--- src/rtl/sparse_subtractor_serial_if.sv ---
// Handshake bundle for sparse_subtractor_serial.
// Operand side: in_valid/in_ready with a, b, bin.
// Result side: out_valid/out_ready with diff, bout and the optional flags.
// With SPARSE_SUB_FLAGS_EN defined, the bundle also carries zero and ovf.
interface sparse_subtractor_serial_if #(
   parameter int WIDTH = 64
);
   logic             in_valid;
   logic             in_ready;
   logic [WIDTH-1:0] a;
   logic [WIDTH-1:0] b;
   logic             bin;
   logic             out_valid;
   logic             out_ready;
   logic [WIDTH-1:0] diff;
   logic             bout;
`ifdef SPARSE_SUB_FLAGS_EN
   logic             zero;
   logic             ovf;

   modport master (
      output in_valid, a, b, bin, out_ready,
      input  in_ready, out_valid, diff, bout, zero, ovf
   );

   modport slave (
      input  in_valid, a, b, bin, out_ready,
      output in_ready, out_valid, diff, bout, zero, ovf
   );
`else
   modport master (
      output in_valid, a, b, bin, out_ready,
      input  in_ready, out_valid, diff, bout
   );

   modport slave (
      input  in_valid, a, b, bin, out_ready,
      output in_ready, out_valid, diff, bout
   );
`endif
endinterface

--- src/rtl/sparse_subtractor_serial.sv ---
// Multi-cycle wide subtractor: diff = a - b - bin, computed one 16-bit slice
// per clock through a sparse-tree adder with b inverted and carry-in = ~borrow.
// The borrow is registered between slices.
// Optional flags (zero, ovf) are built when SPARSE_SUB_FLAGS_EN is defined.
// WIDTH must be a multiple of 16 in the range 16..256.
//
// Handshake semantics (both sides):
//   - A transfer happens at a rising edge where valid and ready are both 1.
//   - in_ready is 1 only in IDLE, and is 0 while rst_n is held low.
//     An operation is accepted at the edge where in_valid && in_ready.
//   - out_valid is 1 only in DONE. diff, bout and the flags hold still until
//     the edge where out_ready is 1. The block then returns to IDLE, and
//     in_ready rises in the following cycle, so there is no same-cycle accept.
//   - in_valid while in_ready is 0 is ignored. There is no queuing.
module sparse_subtractor_serial #(
   parameter int WIDTH = 64
) (
   input  logic                         clk,
   input  logic                         rst_n,
   sparse_subtractor_serial_if.slave    bus,
   output logic [1:0]                   dbg_state
);

   localparam int NSLICE = WIDTH / 16;
   localparam int IDXW   = (NSLICE > 1) ? $clog2(NSLICE) : 1;
   localparam logic [IDXW-1:0] LAST_IDX = IDXW'(NSLICE - 1);

   typedef enum logic [1:0] {
      IDLE = 2'd0,
      RUN  = 2'd1,
      DONE = 2'd2
   } state_t;

   state_t           state_q, state_d;
   logic [WIDTH-1:0] a_q, b_q, diff_q;
   logic [IDXW-1:0]  idx_q;
   logic             borrow_q, bout_q;
   logic             accept, step, last;
   logic [16:0]      slice_s;

   // 16-bit sparse-tree adder.
   // Group generate/propagate terms are formed every 4 bits, and a two-level
   // prefix over the groups produces the carries into bits 4, 8, 12 and 16.
   // Inside each group, both sums (carry-in 0 and carry-in 1) are precomputed
   // and the group carry selects between them.
   function automatic logic [16:0] sparse_add16(input logic [15:0] x,
                                                input logic [15:0] y,
                                                input logic        cin);
      logic [15:0] g, p, s;
      logic [3:0]  gg, gp, s0, s1;
      logic [4:0]  gc;
      logic        g10, p10, g32, p32, r0, r1;
      g = x & y;
      p = x ^ y;
      for (int k = 0; k < 4; k++) begin
         gg[k] = g[4*k+3] | (p[4*k+3] & g[4*k+2]) |
                 (p[4*k+3] & p[4*k+2] & g[4*k+1]) |
                 (p[4*k+3] & p[4*k+2] & p[4*k+1] & g[4*k]);
         gp[k] = &p[4*k +: 4];
      end
      g10   = gg[1] | (gp[1] & gg[0]);
      p10   = gp[1] & gp[0];
      g32   = gg[3] | (gp[3] & gg[2]);
      p32   = gp[3] & gp[2];
      gc[0] = cin;
      gc[1] = gg[0] | (gp[0] & cin);
      gc[2] = g10 | (p10 & cin);
      gc[3] = gg[2] | (gp[2] & gc[2]);
      gc[4] = g32 | (p32 & gc[2]);
      s = '0;
      for (int k = 0; k < 4; k++) begin
         r0 = 1'b0;
         r1 = 1'b1;
         for (int i = 0; i < 4; i++) begin
            s0[i] = p[4*k+i] ^ r0;
            s1[i] = p[4*k+i] ^ r1;
            r0    = g[4*k+i] | (p[4*k+i] & r0);
            r1    = g[4*k+i] | (p[4*k+i] & r1);
         end
         s[4*k +: 4] = gc[k] ? s1 : s0;
      end
      return {gc[4], s};
   endfunction

   // Operands shift right as slices are consumed, so the live slice is
   // always in bits [15:0].
   always_comb begin
      slice_s = sparse_add16(a_q[15:0], ~b_q[15:0], ~borrow_q);
   end

   // State register.
   always_ff @(posedge clk or negedge rst_n) begin
      if (!rst_n) state_q <= IDLE;
      else        state_q <= state_d;
   end

   // Next-state logic.
   always_comb begin
      state_d = state_q;
      case (state_q)
         IDLE:    if (bus.in_valid)     state_d = RUN;
         RUN:     if (idx_q == LAST_IDX) state_d = DONE;
         DONE:    if (bus.out_ready)    state_d = IDLE;
         default: state_d = IDLE;
      endcase
   end

   // Handshake outputs and datapath strobes decoded from the state.
   // in_ready is masked by rst_n so that it stays low while reset is held.
   always_comb begin
      bus.in_ready  = (state_q == IDLE) && rst_n;
      bus.out_valid = (state_q == DONE);
      accept        = (state_q == IDLE) && bus.in_valid;
      step          = (state_q == RUN);
      last          = step && (idx_q == LAST_IDX);
      dbg_state     = state_q;
   end

   // Slice datapath: capture at accept, then one slice per RUN cycle.
   // Results hold through DONE.
   always_ff @(posedge clk or negedge rst_n) begin
      if (!rst_n) begin
         a_q      <= '0;
         b_q      <= '0;
         diff_q   <= '0;
         idx_q    <= '0;
         borrow_q <= 1'b0;
         bout_q   <= 1'b0;
      end else if (accept) begin
         a_q      <= bus.a;
         b_q      <= bus.b;
         diff_q   <= '0;
         idx_q    <= '0;
         borrow_q <= bus.bin;
         bout_q   <= 1'b0;
      end else if (step) begin
         a_q      <= a_q >> 16;
         b_q      <= b_q >> 16;
         borrow_q <= ~slice_s[16];
         idx_q    <= last ? '0 : idx_q + IDXW'(1);
         for (int k = 0; k < NSLICE; k++) begin
            if (idx_q == IDXW'(k)) diff_q[16*k +: 16] <= slice_s[15:0];
         end
         if (last) bout_q <= ~slice_s[16];
      end
   end

   assign bus.diff = diff_q;
   assign bus.bout = bout_q;

`ifdef SPARSE_SUB_FLAGS_EN
   logic sa_q, sb_q, zacc_q, zero_q, ovf_q;

   // Flags: zero is an AND of the per-slice zero tests accumulated across RUN.
   // ovf uses the operand sign bits captured at accept and the top slice's MSB.
   always_ff @(posedge clk or negedge rst_n) begin
      if (!rst_n) begin
         sa_q   <= 1'b0;
         sb_q   <= 1'b0;
         zacc_q <= 1'b0;
         zero_q <= 1'b0;
         ovf_q  <= 1'b0;
      end else if (accept) begin
         sa_q   <= bus.a[WIDTH-1];
         sb_q   <= bus.b[WIDTH-1];
         zacc_q <= 1'b1;
         zero_q <= 1'b0;
         ovf_q  <= 1'b0;
      end else if (step) begin
         zacc_q <= zacc_q & (slice_s[15:0] == 16'h0);
         if (last) begin
            zero_q <= zacc_q & (slice_s[15:0] == 16'h0);
            ovf_q  <= (sa_q != sb_q) && (slice_s[15] != sa_q);
         end
      end
   end

   assign bus.zero = zero_q;
   assign bus.ovf  = ovf_q;
`endif

endmodule

--- src/flat_wrapper.sv ---
// flat-port wrapper written by rule: the top's interface ports become plain ports
module sparse_subtractor_serial_flat 
#(
   parameter int WIDTH = 64
)
  (clk, rst_n, dbg_state, bus_in_valid, bus_a, bus_b, bus_bin, bus_out_ready, bus_in_ready, bus_out_valid, bus_diff, bus_bout);
  sparse_subtractor_serial_if #(.WIDTH(WIDTH)) bus_i ();
  input  logic clk;
  input  logic rst_n;
  output logic [1:0] dbg_state;
  input wire logic [$bits(bus_i.in_valid)-1:0] bus_in_valid;
  input wire logic [$bits(bus_i.a)-1:0] bus_a;
  input wire logic [$bits(bus_i.b)-1:0] bus_b;
  input wire logic [$bits(bus_i.bin)-1:0] bus_bin;
  input wire logic [$bits(bus_i.out_ready)-1:0] bus_out_ready;
  output wire logic [$bits(bus_i.in_ready)-1:0] bus_in_ready;
  output wire logic [$bits(bus_i.out_valid)-1:0] bus_out_valid;
  output wire logic [$bits(bus_i.diff)-1:0] bus_diff;
  output wire logic [$bits(bus_i.bout)-1:0] bus_bout;
  assign bus_i.in_valid = bus_in_valid;
  assign bus_i.a = bus_a;
  assign bus_i.b = bus_b;
  assign bus_i.bin = bus_bin;
  assign bus_i.out_ready = bus_out_ready;
  assign bus_in_ready = bus_i.in_ready;
  assign bus_out_valid = bus_i.out_valid;
  assign bus_diff = bus_i.diff;
  assign bus_bout = bus_i.bout;
  sparse_subtractor_serial #(.WIDTH(WIDTH)) u_core (.clk(clk), .rst_n(rst_n), .bus(bus_i), .dbg_state(dbg_state));
endmodule
--- config.mk ---
export PLATFORM = sky130hd
export DESIGN_NAME = sparse_subtractor_serial_flat
export DESIGN_NICKNAME = d
export VERILOG_FILES = /design/src/rtl/sparse_subtractor_serial_if.sv /design/src/rtl/sparse_subtractor_serial.sv /design/src/flat_wrapper.sv
export SDC_FILE = /design/constraint.sdc
export NUM_CORES = 1
export LEC_CHECK = 0
export CAP_MARGIN = 25
export CORE_MARGIN = 4
export CORE_UTILIZATION = 30
export DETAILED_ROUTE_END_ITERATION = 12
export PLACE_DENSITY = 0.54
export SLEW_MARGIN = 40
export SYNTH_ARGS = -nofsm -noshare
export SYNTH_HDL_FRONTEND = slang
export SYNTH_SLANG_ARGS = --single-unit
--- constraint.sdc ---
create_clock -name clk -period 2.68 [get_ports clk]
set_input_delay 0.536 -clock clk [delete_from_list [all_inputs] [get_ports clk]]
set_output_delay 0.536 -clock clk [all_outputs]
set_load 0.05 [all_outputs]
Yosys cells after proc, flatten, opt, wreduce, memory -nomap -nowiden
Index checks and enable logic that the tools add are counted.

$add $sub $neg: 1. Equality and inequality tests: 8. Multiplexer cells: 26. Bitwise operators: 115. Reduce and logical (&&, ||, !) cells: 21.

Operators by type and width (count): two-way mux 64 bit (6); two-way mux 16 bit (4); bitwise AND 1 bit (44); OR 1 bit (38); XOR 1 bit (24); bitwise AND 16 bit (1); two-way mux 4 bit (4); NOT 16 bit (1); AND reduction 4 bit (4); XOR 16 bit (1); two-way mux 2 bit (6); nonzero test 2 bit (6); AND reduction 2 bit (5); equality test 2 bit (second input constant) (3); != test 2 bit (second input constant) (3); NOT 1 bit (6); case mux 2 bit (3 select lines) (1); two-way mux 1 bit (5); equality test 2 x 1 -> 1 bit (second input constant) (2); logical NOT 2 bit (2); logical AND 1 bit (3); AND reduction 3 bit (1); adder 2 x 1 -> 2 bit (second input constant) (1).

Register bits after elaboration: 198. Input port bits: 133. Output and inout bits: 69. Word-level logic and storage cells: 181.

Depth between registers and ports, before layout
Depth in word-level cells: 15. Depth in mapped cells: 14. Gate-level depth less buffers: 14.

Least setup slack after synthesis
No wires, ideal clock.

Kind: flip-flop to flip-flop. From: register u_core.b_q[0]. To: register u_core.diff_q[11] (netlist: u_core.bus.diff[11]). Setup time: 0.140 ns. Data arrival time: 2.740 ns. Required time: 2.540 ns. Slack: -0.200 ns. Stages on the path, launching flop included: 13. Buffers on the path: 0. Cell sequence: dfrtp_1 > inv_1 > ha_1 > nor2b_2 > o2111ai_1 > a21bo_2 > a22oi_4 > nor2_1 > a21oi_1 > fa_1 > fa_1 > xnor2_1 > a211oi_1.

Word-level cells in the longest chain between the ends: 11. Elaborated cells between the ends (all ways): 15. Those cells by class: mux (4); bitwise (10); reduce/logical (1).

Ends and longest elaborated chain: start: declaration (line sparse_subtractor_serial.sv:35) `logic [WIDTH-1:0] a_q, b_q, diff_q;`; start signal: assignment (line sparse_subtractor_serial.sv:131) `b_q <= bus.b;`; start signal: assignment (line sparse_subtractor_serial.sv:138) `b_q <= b_q >> 16;`; NOT 16 bit * (line sparse_subtractor_serial.sv:88) `slice_s = sparse_add16(a_q[15:0], ~b_q[15:0], ~borrow_q);`; bitwise AND 16 bit (line sparse_subtractor_serial.sv:53) `g = x & y;`; bitwise AND 1 bit (line sparse_subtractor_serial.sv:58) `(p[4*k+3] & p[4*k+2] & p[4*k+1] & g[4*k]);`; OR 1 bit (line sparse_subtractor_serial.sv:57) `(p[4*k+3] & p[4*k+2] & g[4*k+1]) |`; bitwise AND 1 bit (line sparse_subtractor_serial.sv:61) `g10 = gg[1] | (gp[1] & gg[0]);`; OR 1 bit (line sparse_subtractor_serial.sv:61); OR 1 bit * (line sparse_subtractor_serial.sv:67) `gc[2] = g10 | (p10 & cin);`; two-way mux 4 bit * (line sparse_subtractor_serial.sv:80) `s[4*k +: 4] = gc[k] ? s1 : s0;`; two-way mux 16 bit * (line sparse_subtractor_serial.sv:142) `if (idx_q == IDXW'(k)) diff_q[16*k +: 16] <= slice_s[15:0];`; two-way mux 64 bit * (line sparse_subtractor_serial.sv:136) `end else if (step) begin`; two-way mux 64 bit * (line sparse_subtractor_serial.sv:129) `end else if (accept) begin`; end signal: indexed assignment (line sparse_subtractor_serial.sv:142); end: declaration (line sparse_subtractor_serial.sv:35).

Every way passes the cells marked *; elsewhere a longest branch is shown, timed or not. The select of a mux whose other input is x is not followed. A chain may end at the register's enable or synchronous reset.

Worst setup path in the final report
From: register u_core.b_q[0]. To: register u_core.diff_q[62] (netlist: u_core.bus.diff[62]).

Word-level cells in the longest chain between the ends: 13. Elaborated cells between the ends (all ways): 17. Those cells by class: mux (4); bitwise (12); reduce/logical (1).

Ends and longest elaborated chain: NOT 16 bit * (line sparse_subtractor_serial.sv:88); bitwise AND 16 bit (line sparse_subtractor_serial.sv:53); bitwise AND 1 bit (line sparse_subtractor_serial.sv:58); OR 1 bit (line sparse_subtractor_serial.sv:57); bitwise AND 1 bit (line sparse_subtractor_serial.sv:61); OR 1 bit (line sparse_subtractor_serial.sv:61); OR 1 bit * (line sparse_subtractor_serial.sv:67); bitwise AND 1 bit * (line sparse_subtractor_serial.sv:68) `gc[3] = gg[2] | (gp[2] & gc[2]);`; OR 1 bit * (line sparse_subtractor_serial.sv:68); two-way mux 4 bit * (line sparse_subtractor_serial.sv:80); two-way mux 16 bit * (line sparse_subtractor_serial.sv:142); two-way mux 64 bit * (line sparse_subtractor_serial.sv:136); two-way mux 64 bit * (line sparse_subtractor_serial.sv:129).

Marked as above.

==> results.yml <==
status:
  status: "finished, violations left"
  violations: "negative setup slack"
sta:
  fin_ws_ps: -114
  min_period_ps: 2790
  setup_violations: 16
  slew_headroom: 0.452
  rsz0062_at_grt: "true"
  finalCritPeriodShare: 1.04
  fmax_mhz: 358
  drv_slew: 0
  finClkSkew_ps: 11.5
  hold_viol_final: 0
  tightest_slew_ps: 822
global_route:
  grt_pass1_wl_um: 43300
  antenna_found_initial: 8
  grt-ovfl-total: 0
  track_usage: 0.168
  grt_pass1_vias: 7495
  grt_max_degree: 134
setup_path:
  cp_slowest_cell: "fa_2"
  setup.worst_path.end: "u_core.bus.diff[62]$_DFFE_PN0P_"
  cp.arrival_ps: 3140
  regToRegEndpoint: "u_core.bus.diff[62]$_DFFE_PN0P_"
  path_cells: "inv_2, ha_4, nor2b_4, o2111ai_2, a21bo_2, a31oi_4, nor2_2, a21oi_2, fa_2, inv_2, fa_2, buf_4, o31ai_2"
  r2r_slack_ps: -110
  start_kind: "flop"
  cp_max_fo: 4
  crit_required_ps: 3030
  cp-startpoint: "u_core.b_q[0]$_DFFE_PN0P_"
  cp-end-kind: "flop"
  crit_type: "flop to flop"
  r2r-start: "u_core.b_q[0]$_DFFE_PN0P_"
  reg2reg_depth: 13
  max_stage_delay_ps: 460
hold_path:
  worstHoldPathType: "flop to flop"
power:
  p_sw_mw: 8.28
  power_frac_comb: 0.582
  p_sw_frac: 0.460
  seqPwrFrac: 0.280
  intPower_mw: 9.70
  peakVddDrop_uv: 768
  p_clk_frac: 0.139
  power.leakage_nw: 5.70
  power_density_nw_per_um2: 1450
clocking:
  htree_levels: 4
  numCtsBuffers: 17
  cts_root_buffer: "clkbuf_16"
  cts_buffer_depth: 2
  clkTransAtPathRegs_ps: 80
  worstSkewPairLatency_ps: 430
  cts_tree: "built"
  numClockSinks: 198
final_layout:
  fillers: 2918
  drive_above_1_share: 0.119
  multi_input_area_um2: 3750
  seq_area_um2: 4950
  stdcell_area_um2: 12400
  final_nets: 1301
  syn_to_final_growth_pct: 38.9
floorplanning:
  fp-row-count: 62
  start_util: 0.307
  core_area_um2: 29000
  ios: 202
  die_area_um2: 32500
  die_y_um: 180
  die_w_um: 180
job:
  maxCapViolCount: 0
synth:
  synth-seq-area-share: 0.556
  synth_area_um2: 8910
  synth_warnings: 0
  synth-async-reset-ratio: 1.00
  syn_nets: 1088
  synthFlopType: "dfrtp_1"
  netlist-cell-type-count: 39
  synth_edf_count: 0
  syn_inst: 923
  ys_seq_elements: 198
  avgSynthCellArea_um2: 9.65
placed_design:
  globalplace.congestion: 0.779
  hpwl_um: 19600
  place.port_buffers: 201
  place_area_um2: 11600
  dp_slack_ps: -246
drt:
  drtIter0Drc: 547
  first_pass_iters: 5
  drt-wirelength-per-cell_um: 17.9
  antenna_left: 0
  vias: 7313
  vias_per_cell: 4.77
  drc: 0
  drt_wl_total_um: 27400
-- sequential cells by signal, indices dropped and copies added (netlist names) --
| signal | cells |
|---|---|
| u_core.dbg_state | 2 |
| u_core.b_q | 64 |
| u_core.borrow_q | 1 |
| u_core.idx_q | 2 |
| u_core.bus.diff | 64 |
| u_core.bus.bout | 1 |
| u_core.a_q | 64 |
-- worst min path at each step --
stage | startpoint | to | cells after the start
floorplan | rst_n | u_core.a_q[0]$_DFFE_PN0P_ | 0
global placement | rst_n | u_core.bus.diff[37]$_DFFE_PN0P_ | 1
detailed placement | rst_n | u_core.bus.diff[37]$_DFFE_PN0P_ | 1
CTS | u_core.b_q[18]$_DFFE_PN0P_ | u_core.b_q[18]$_DFFE_PN0P_ | 2
global route | u_core.a_q[27]$_DFFE_PN0P_ | u_core.a_q[27]$_DFFE_PN0P_ | 2
finish | u_core.a_q[47]$_DFFE_PN0P_ | u_core.a_q[47]$_DFFE_PN0P_ | 2
-- power groups by stage --
| stage | Clock (mW) | Sequential (mW) | Combinational, mW |
|---|---|---|---|
| after global placement | 0 | 5.05 | 9.80 |
| final | 2.49 | 5.03 | 10.5 |
| after global routing | 2.68 | 5.18 | 11.5 |
| after floorplan | 0 | 6.17 | 5.27 |
| after CTS | 2.57 | 5.04 | 10.4 |
| after detailed placement | 0 | 5.09 | 10.0 |
-- per-stage QoR --
step / instances / hold slack, ps / TNS (ps) / power, mW / util
global placement: 1490 / 433 / -1780 / 14.9 / 0.399
finish: 1533 / 480 / -1030 / 18.0 / 0.427
CTS: 1527 / 482 / -1400 / 18.0 / 0.423
global route: 1533 / 494 / -3280 / 19.3 / 0.427
floorplan: 923 / 240 / -14.7 / 11.4 / -
detailed placement: 1491 / 432 / -3800 / 15.1 / 0.400
-- worst max-delay path, delay by kind of cell (launching register included) --
family                     cells  cell delay [ps]
and+or+nand+nor                2              260
buffers and inverters          3              320
AOI/OAI and AO/OA              5              730
adders and majority gates      3             1010
DFF                            1              390
-- Yosys cell counts, types with 5 or more instances --
master    instances  area, µm²
clkbuf_1         28        105
nand2_1         305       1140
a21oi_1          45        225
nor2_1           25       93.8
nand3_1          34        170
a211oi_1          9       67.6
and2_1            5       31.3
ha_1             24        300
a22oi_1          75        563
inv_1            26       97.6
nor3_1           22        110
fa_1              8        160
a221o_1          21        210
o31ai_1           5       37.5
o21ai_0          20        100
buf_4             7       52.6
buf_2            29        145
dfrtp_1         198       4950
xnor2_1           5       43.8
-- kinds of logic (layout without fill, tap and decap cells) --
logic type / Yosys count / count (layout) / share of synthesized area
XOR/XNOR: 7 / 7 / 0.00856
AND/OR/NAND/NOR: 399 / 399 / 0.180
flip-flops: 198 / 198 / 0.556
other: 0 / 1 / 0
buffers and inverters: 91 / 316 / 0.0454
adder cells (fa/ha/maj): 32 / 32 / 0.0517
AO/OA/AOI/OAI: 194 / 194 / 0.156
multiplexers: 2 / 2 / 0.00225
-- area by class of cell --
cell class,instances,area share
well taps,384,0.0388
clock buffers,21,0.0372
flip-flops and latches,198,0.400
repair buffers,259,0.205
inverters,26,0.00789
clock inverters,10,0.00728
diodes,1,0.000202
multi-input cells,634,0.303
-- cells in the final DEF (no fill, tap or decap), types with 3 or more instances in the layout --
cell	instances
nand2_1	303
clkdlybuf4s50_1	199
dfrtp_1	198
a22oi_1	75
buf_4	52
a21oi_1	40
nand3_1	34
inv_1	22
nor2_1	22
nor3_1	22
a221o_1	21
ha_1	21
o21ai_0	18
clkbuf_16	17
a21oi_2	7
fa_2	6
o21ai_1	5
a211oi_1	5
inv_2	4
a21o_1	4
and2_1	4
a211oi_2	4
buf_12	4
nor2b_4	3
o31ai_2	3
xnor2_1	3
ha_4	3
inv_6	3
clkinv_4	3
-- metal layers --
metal,vias to the layer above,part of all wire,global-route usage,wire [µm]
li1,3559,-,-,-
met1,3517,0.44,0.221,12100
met4,14,0.015,0.0393,399
met3,34,0.063,0.0495,1730
met5,-,0.0031,0,84
met2,189,0.48,0.273,13200
-- timing repair --
item,4_1_cts,5_1_grt
endpoints found under the setup margin,24,23
pin swaps,20,11
hold buffers,1,0
hold endpoints to repair,33,0
buffers inserted,4,4
resized for setup,18,7
Power figures use the tool's default switching activity.
